`src/rtl/input_rle_encoder_pkg.sv`:
```
// Shared delay-line definitions: default run-length width and the token layout
// (level bit above the length field) used by the encoder and the delay-line storage.
package input_rle_encoder_pkg;

    localparam int COUNT_W_DEFAULT = 16;

    typedef struct packed {
        logic                       level;
        logic [COUNT_W_DEFAULT-1:0] len;
    } run_token_t;

    // Packed token width for an arbitrary run-length width: {level, len}.
    function automatic int token_width(input int count_w);
        return count_w + 1;
    endfunction

endpackage

```
`src/rtl/input_rle_encoder_glitch_filter.sv`:
```
// Synchroniser chain plus consecutive-sample glitch filter for one asynchronous board input.
// Asserts flip for one cycle when the filtered level is about to change.
module input_rle_encoder_glitch_filter #(
    parameter int SYNC_STAGES = 2,
    parameter int FILTER_LEN  = 4
) (
    input  logic clk,
    input  logic n_reset,
    input  logic async_in,
    output logic filt_out,
    output logic flip
);

    localparam int FW = (FILTER_LEN > 1) ? $clog2(FILTER_LEN) : 1;
    localparam logic [FW-1:0] F_LAST = FW'(FILTER_LEN - 1);

    logic [SYNC_STAGES-1:0] sync_q;
    logic [FW-1:0]          f_q;
    logic                   filt_q;
    logic                   s;

    assign s        = sync_q[SYNC_STAGES-1];
    assign filt_out = filt_q;
    assign flip     = (s != filt_q) && (f_q == F_LAST);

    always_ff @(posedge clk or negedge n_reset) begin
        if (!n_reset) begin
            sync_q <= '0;
        end else begin
            sync_q <= {sync_q[SYNC_STAGES-2:0], async_in};
        end
    end

    // The counter only advances while s disagrees with the filtered level,
    // so any agreeing sample restarts the qualification window.
    always_ff @(posedge clk or negedge n_reset) begin
        if (!n_reset) begin
            f_q    <= '0;
            filt_q <= 1'b0;
        end else if (s == filt_q) begin
            f_q <= '0;
        end else if (f_q == F_LAST) begin
            filt_q <= s;
            f_q    <= '0;
        end else begin
            f_q <= f_q + 1'b1;
        end
    end

endmodule

```
`src/rtl/input_rle_encoder.sv`:
```
// Front end for the delay line: synchronise and de-glitch the board input, then
// compress the clean level into (level, length) run tokens on a valid/ready stream.
module input_rle_encoder
    import input_rle_encoder_pkg::*;
#(
    parameter int SYNC_STAGES = 2,
    parameter int FILTER_LEN  = 4,
    parameter int COUNT_W     = COUNT_W_DEFAULT
) (
    input  logic               clk,
    input  logic               n_reset,
    input  logic               in,
    output logic               filt_out,
    output logic               run_level,
    output logic [COUNT_W-1:0] run_len,
    output logic               run_valid,
    input  logic               run_ready,
    output logic               overflow
);

    localparam int TOKEN_W = token_width(COUNT_W);
    localparam logic [COUNT_W-1:0] RUN_MAX = '1;

    logic               flip;
    logic               emit;
    logic [COUNT_W-1:0] cnt_q;
    logic [COUNT_W-1:0] cnt_d;
    logic [TOKEN_W-1:0] emit_token;
    logic [TOKEN_W-1:0] hold_q;
    logic               valid_q;
    logic               overflow_q;

    input_rle_encoder_glitch_filter #(
        .SYNC_STAGES(SYNC_STAGES),
        .FILTER_LEN (FILTER_LEN)
    ) u_glitch_filter (
        .clk     (clk),
        .n_reset (n_reset),
        .async_in(in),
        .filt_out(filt_out),
        .flip    (flip)
    );

    // A flip closes the run at the old level; saturation splits a long run
    // into MAX-length pieces of the same level.
    always_comb begin
        emit       = 1'b0;
        cnt_d      = cnt_q + 1'b1;
        emit_token = {filt_out, cnt_q};
        if (flip || (cnt_q == RUN_MAX)) begin
            emit  = 1'b1;
            cnt_d = COUNT_W'(1);
        end
    end

    always_ff @(posedge clk or negedge n_reset) begin
        if (!n_reset) begin
            cnt_q <= '0;
        end else begin
            cnt_q <= cnt_d;
        end
    end

    // Handshake: a token transfers on a cycle where run_valid && run_ready;
    // while run_valid && !run_ready the token is held stable. The single-entry
    // holder accepts a new token whenever it is empty or being drained this
    // cycle; otherwise the new token is lost and overflow latches.
    always_ff @(posedge clk or negedge n_reset) begin
        if (!n_reset) begin
            hold_q     <= '0;
            valid_q    <= 1'b0;
            overflow_q <= 1'b0;
        end else if (emit) begin
            if (!valid_q || run_ready) begin
                hold_q  <= emit_token;
                valid_q <= 1'b1;
            end else begin
                overflow_q <= 1'b1;
            end
        end else if (valid_q && run_ready) begin
            valid_q <= 1'b0;
        end
    end

    assign run_valid = valid_q;
    assign run_level = hold_q[COUNT_W];
    assign run_len   = hold_q[COUNT_W-1:0];
    assign overflow  = overflow_q;

endmodule

```
`config.mk`:
```
export PLATFORM = sky130hd
export DESIGN_NAME = input_rle_encoder
export DESIGN_NICKNAME = d
export VERILOG_FILES = /design/src/rtl/input_rle_encoder_pkg.sv /design/src/rtl/input_rle_encoder_glitch_filter.sv /design/src/rtl/input_rle_encoder.sv
export SDC_FILE = /design/constraint.sdc
export NUM_CORES = 1
export LEC_CHECK = 0
export BUFFER_PORTS_ARGS = -buffer_cell sky130_fd_sc_hd__clkbuf_2
export CAP_MARGIN = 20
export CORE_MARGIN = 5
export CORE_UTILIZATION = 60
export DETAILED_ROUTE_END_ITERATION = 10
export PLACE_DENSITY = 0.91
export SETUP_SLACK_MARGIN = 0.3
export SLEW_MARGIN = 20
export SYNTH_ARGS = -nofsm -noshare
export SYNTH_HDL_FRONTEND = slang
export SYNTH_SLANG_ARGS = --single-unit
```
`constraint.sdc`:
```
create_clock -name clk -period 3.8 [get_ports clk]
set_clock_uncertainty 0.15 [all_clocks]
set_input_delay 0.19 -clock clk [delete_from_list [all_inputs] [get_ports clk]]
set_output_delay 0.19 -clock clk [all_outputs]
set_load 0.01 [all_outputs]
```
Word-level counts from Yosys, hierarchy flattened

Index checks and enable logic that the tools add are counted.

Add/subtract/negate cells: 2
Equality and inequality tests: 5
Multiplexer cells: 7
Bitwise gates (word level): 2
Reduce and logical (&&, ||, !) cells: 10

Operators by type and width:

| kind                                                             | number |
|---|---|
| 16-bit by 1-bit adder with 16-bit output (second input constant) | 1 |
| 16-bit equality test (second input constant)                     | 1 |
| 16-bit two-way mux                                               | 1 |
| 2-bit AND reduction                                              | 4 |
| 1-bit two-way mux                                                | 4 |
| 2-bit two-way mux                                                | 2 |
| 2-bit by 1-bit adder with 2-bit output (second input constant)   | 1 |
| 2-bit equality test (second input constant)                      | 1 |
| 1-bit logical AND                                                | 2 |
| 1-bit logical OR                                                 | 2 |
| 2-bit by 1-bit != test with 1-bit output (second input constant) | 1 |
| 1-bit inverter                                                   | 2 |
| 2-bit nonzero test                                               | 1 |
| 1-bit equality test                                              | 1 |
| 1-bit zero test                                                  | 1 |
| 1-bit != test                                                    | 1 |

Bits in registers: 40
Output and inout bits: 20

Logic depth before layout (Yosys ltp)

Depth after elaboration: 6
Depth in mapped cells: 6

Modules after synthesis

Synthesis repeated with hierarchy kept, for this count alone.

Cells, all modules: 127
Area total of the unflattened synthesis: 1720.4 µm²

Modules (own cells, without submodules):

| module                          | times used | cells each | area an instance (µm²) | sequential area each (µm²) |
|---|---|---|---|---|
| input_rle_encoder               | 1          | 116        | 1537.7                 | 875.8 |
| input_rle_encoder_glitch_filter | 1          | 11         | 182.7                  | 125.1 |

Worst setup path before layout

OpenSTA, ideal clock, no wires.

Kind: reg2reg
Start: register u_glitch_filter.filt_q, in the netlist u_glitch_filter.filt_out
End: register hold_q[10]
Setup time: 0.125 ns
Arrival: 1.664 ns
Data required time: 3.525 ns
Slack: 1.861 ns
Cell stages (with the launch flop): 7
Buffers on the path: 2
Cells stage by stage: dfrtp_1 > xor2_1 > and2_1 > clkbuf_1 > o21ai_4 > buf_6 > mux2_4

Word-level cells in the longest chain between the ends: 5

Ends and longest elaborated chain:

| element                              | line                                  | text |
|---|---|---|
| start, declared                      | input_rle_encoder_glitch_filter.sv:19 | `logic filt_q;` |
| start signal, assigned               | input_rle_encoder_glitch_filter.sv:43 | `filt_q <= s;` |
| 1-bit != test                        | input_rle_encoder_glitch_filter.sv:24 | `assign flip = (s != filt_q) && (f_q == F_LAST);` |
| 1-bit logical AND                    | input_rle_encoder_glitch_filter.sv:24 |  |
| 1-bit logical OR                     | input_rle_encoder.sv:50               | `if (flip \|\| (cnt_q == RUN_MAX)) begin` |
| 1-bit two-way mux                    | input_rle_encoder.sv:50               |  |
| 2-bit AND reduction (no source line) | -                                     |  |
| end signal, assigned                 | input_rle_encoder.sv:75               | `hold_q <= emit_token;` |
| end, declared                        | input_rle_encoder.sv:29               | `logic [TOKEN_W-1:0] hold_q;` |

No other way between the ends.
A chain may end at the register's enable or synchronous reset.

Final worst setup path

Start: register cnt_q[0]
End: register hold_q[3]

Word-level cells in the longest chain between the ends: 4

Ends and longest elaborated chain:

| element                              | line                    | text |
|---|---|---|
| start, declared                      | input_rle_encoder.sv:26 | `logic [COUNT_W-1:0] cnt_q;` |
| start signal, assigned               | input_rle_encoder.sv:60 | `cnt_q <= cnt_d;` |
| 16-bit equality test                 | input_rle_encoder.sv:50 |  |
| 1-bit logical OR                     | input_rle_encoder.sv:50 |  |
| 1-bit two-way mux                    | input_rle_encoder.sv:50 |  |
| 2-bit AND reduction (no source line) | -                       |  |

No other way between the ends.

==> results.ini <==
[sta]
period_needed_ns = 2.15
fin_setup_tns_ns = 0
maxSlewViolCount = 0
rsz0062_at_grt = false
finalHoldViolations = 0
finalSetupViolations = 0
finalWorstSetupSlack_ns = 1.65
relSlewSlack = 0.425
timing.final.crit_share = 0.567
tightest_slew_ns = 0.863
fmax_mhz = 464

[routing]
first_iter_violations = 68
viasPerCell = 5.61
antenna_left = 0
num_vias = 1071
routed_wl_um = 2930
drcViolationCount = 0
first_pass_iters = 2
drt-wirelength-per-cell_um = 15.3

[finish]
fin_util = 0.704
final_cell_area_um2 = 1930
syn_to_final_growth_pct = 12.6
drive_gt1_frac = 0.331
fillers = 189
final_cell_mix = dfrtp_1, clkbuf_2, nor2_1
mostFrequentLayoutCell = dfrtp_1
n_antenna_cell = 0
fin_nets = 165

[setup_path]
critical_path.max_fanout = 17
crit_type = reg -> reg
cpMaxStageDelayCell = o21ai_4
max_stage_delay_ns = 0.56
r2r_start = cnt_q[0]
ff2ff_path_depth = 5
cp-startpoint = cnt_q[0]
timing.rr.end = hold_q[3]
cp.arrival_ns = 2.25
path_buf_inv = 0
start_kind = flip-flop
cp-end-kind = flip-flop
path_depth = 5
worstSetupEndpoint = hold_q[3]
worst_ep_required_time_ns = 3.90
crit_family = compound AO/OA/AOI/OAI gates
cp_cell_sequence = ha_1 -> nand3_1 -> nor4_4 -> o21ai_4 -> mux2_2
rrSetupSlack_ns = 1.65

[die]
ioPinCount = 24
core.rowCount = 19
start_util = 0.626
die_area_um2 = 4020
die_h_um = 63.4
core-area_um2 = 2730
die_width_um = 63.4

[logic_synthesis]
ys_seq_area_frac = 0.585
syn_area_per_cell_um2 = 13.2
ys_seq_elements = 40
synthCells = 130
ys_warn_count = 0
syn-num-nets = 136
syn_area_um2 = 1710
synth_cell_types = 24

[clocking]
clockBufferDepth = 2
cts-htree-levels = 2
clkLatencyLatePin_ns = 0.35
clock_sinks = 40
root_buffer = clkbuf_4
numCtsBuffers = 5
cts_resized = 0
cts.reportedPaths.clkPinSlew_ns = 0.11
cts_tree = built

[grt]
antenna_found_initial = 0
grt_pass1_vias = 1158
grt-ovfl-total = 0
grt_max_degree = 41
grt_pass1_wl_um = 5250
grt_usage = 0.168

[power]
p_leak_uw = 0.000968
power_density_nw_per_um2 = 582
total_power_uw = 1120
vdd_drop_max_v = 0.000384

[run]
drv_cap = 0

[outcome]
outcome = finished, final reports clean

[worst_hold_path]
holdPathStages = 3
hold_path.class = in -> reg

[placed_design]
dpl.hpwl_um = 2090
place_area_um2 = 1840
port_buffers = 23
place_ws_ns = 1.63
place_congestion = 0.730

==> layout make-up <==
class,count,area [um2],area share
Clock inverter,2,10.0,0.00520
Timing Repair Buffer,25,135,0.0702
Clock buffer,6,51.3,0.0266
Tap cell,31,38.8,0.0201
Inverter,2,7.51,0.00390
Multi-Input combinational cell,85,682,0.354
Sequential cell,40,1000,0.520
==> cell families (layout without fill, tap and decap cells) <==
| group | Yosys count | count (layout) | share of synthesized area |
|---|---|---|---|
| flops | 40 | 40 | 0.585 |
| simple gates | 48 | 48 | 0.153 |
| mux | 18 | 18 | 0.140 |
| compound gates | 2 | 2 | 0.0139 |
| buf+inv | 5 | 35 | 0.0161 |
| xor+xnor | 15 | 15 | 0.0768 |
| fa+ha+maj | 2 | 2 | 0.0146 |
==> how the worst min path moves through the flow <==
stage / to / slack (ns) / from
2_1_floorplan: cnt_q[0] / -0.26 / n_reset
3_3_place_gp: u_glitch_filter.sync_q[0] / 0.15 / in
3_5_place_dp: u_glitch_filter.sync_q[0] / 0.15 / in
4_1_cts: run_valid / 0.05 / run_ready
5_1_grt: overflow / 0.07 / run_ready
6_report: overflow / 0.05 / run_ready
==> synthesized netlist by cell type <==
master	count	area, um2
xor2_1	4	35.0
nand4_4	1	21.3
nand2_1	7	26.3
nor2_1	17	63.8
mux2_4	10	150
buf_2	1	5.00
nor4_1	4	25.0
or2_2	1	6.26
and2_1	4	25.0
nand2b_1	1	6.26
o21ai_4	1	16.3
nor4_4	1	21.3
o21bai_1	1	7.51
nor3_1	4	20.0
xnor2_1	11	96.3
dfrtp_1	40	1000
nand3_1	4	20.0
mux2_2	8	90.1
nand4_1	3	18.8
nor3b_1	1	7.51
buf_6	1	11.3
ha_1	2	25.0
inv_1	2	7.51
clkbuf_1	1	3.75
==> worst min-delay path, cell delays in order <==
cell      delay (ns)
clkbuf_2        0.07
nand2b_1        0.19
o21bai_1        0.08
==> state kept, by name, summed over array words and instances, names as in the netlist <==
name                      flops
hold_q                       17
overflow                      1
u_glitch_filter.f_q           2
u_glitch_filter.filt_out      1
cnt_q                        16
run_valid                     1
u_glitch_filter.sync_q        2
==> what timing repair did <==
item	in CTS	in global routing
setup buffers	0	0
hold endpoints to repair	41	0
hold buffers	2	0
==> routing by layer <==
layer | global-route usage | up-vias | routed length, um
li1 | - | 503 | -
met4 | 0.0857 | 0 | 63
met1 | 0.200 | 537 | 1300
met2 | 0.280 | 24 | 1470
met3 | 0.0426 | 7 | 96
met5 | 0 | - | 0
==> per-stage QoR <==
stage,cells,hold WS [ns]
after floorplan,130,-0.256
after global placement,181,0.150
after detailed placement,181,0.150
after CTS,191,0.0467
after global routing,191,0.0739
final,191,0.0513
==> power breakdown <==
part / internal [uW] / total [uW] / switching (uW) / leakage [uW]
Sequential: 520 / 608 / 88.5 / 0.000528
Combinational: 142 / 290 / 148 / 0.000402
Clock: 88.0 / 222 / 134 / 0.0000380
No activity file was read; power rests on OpenSTA's default activity.
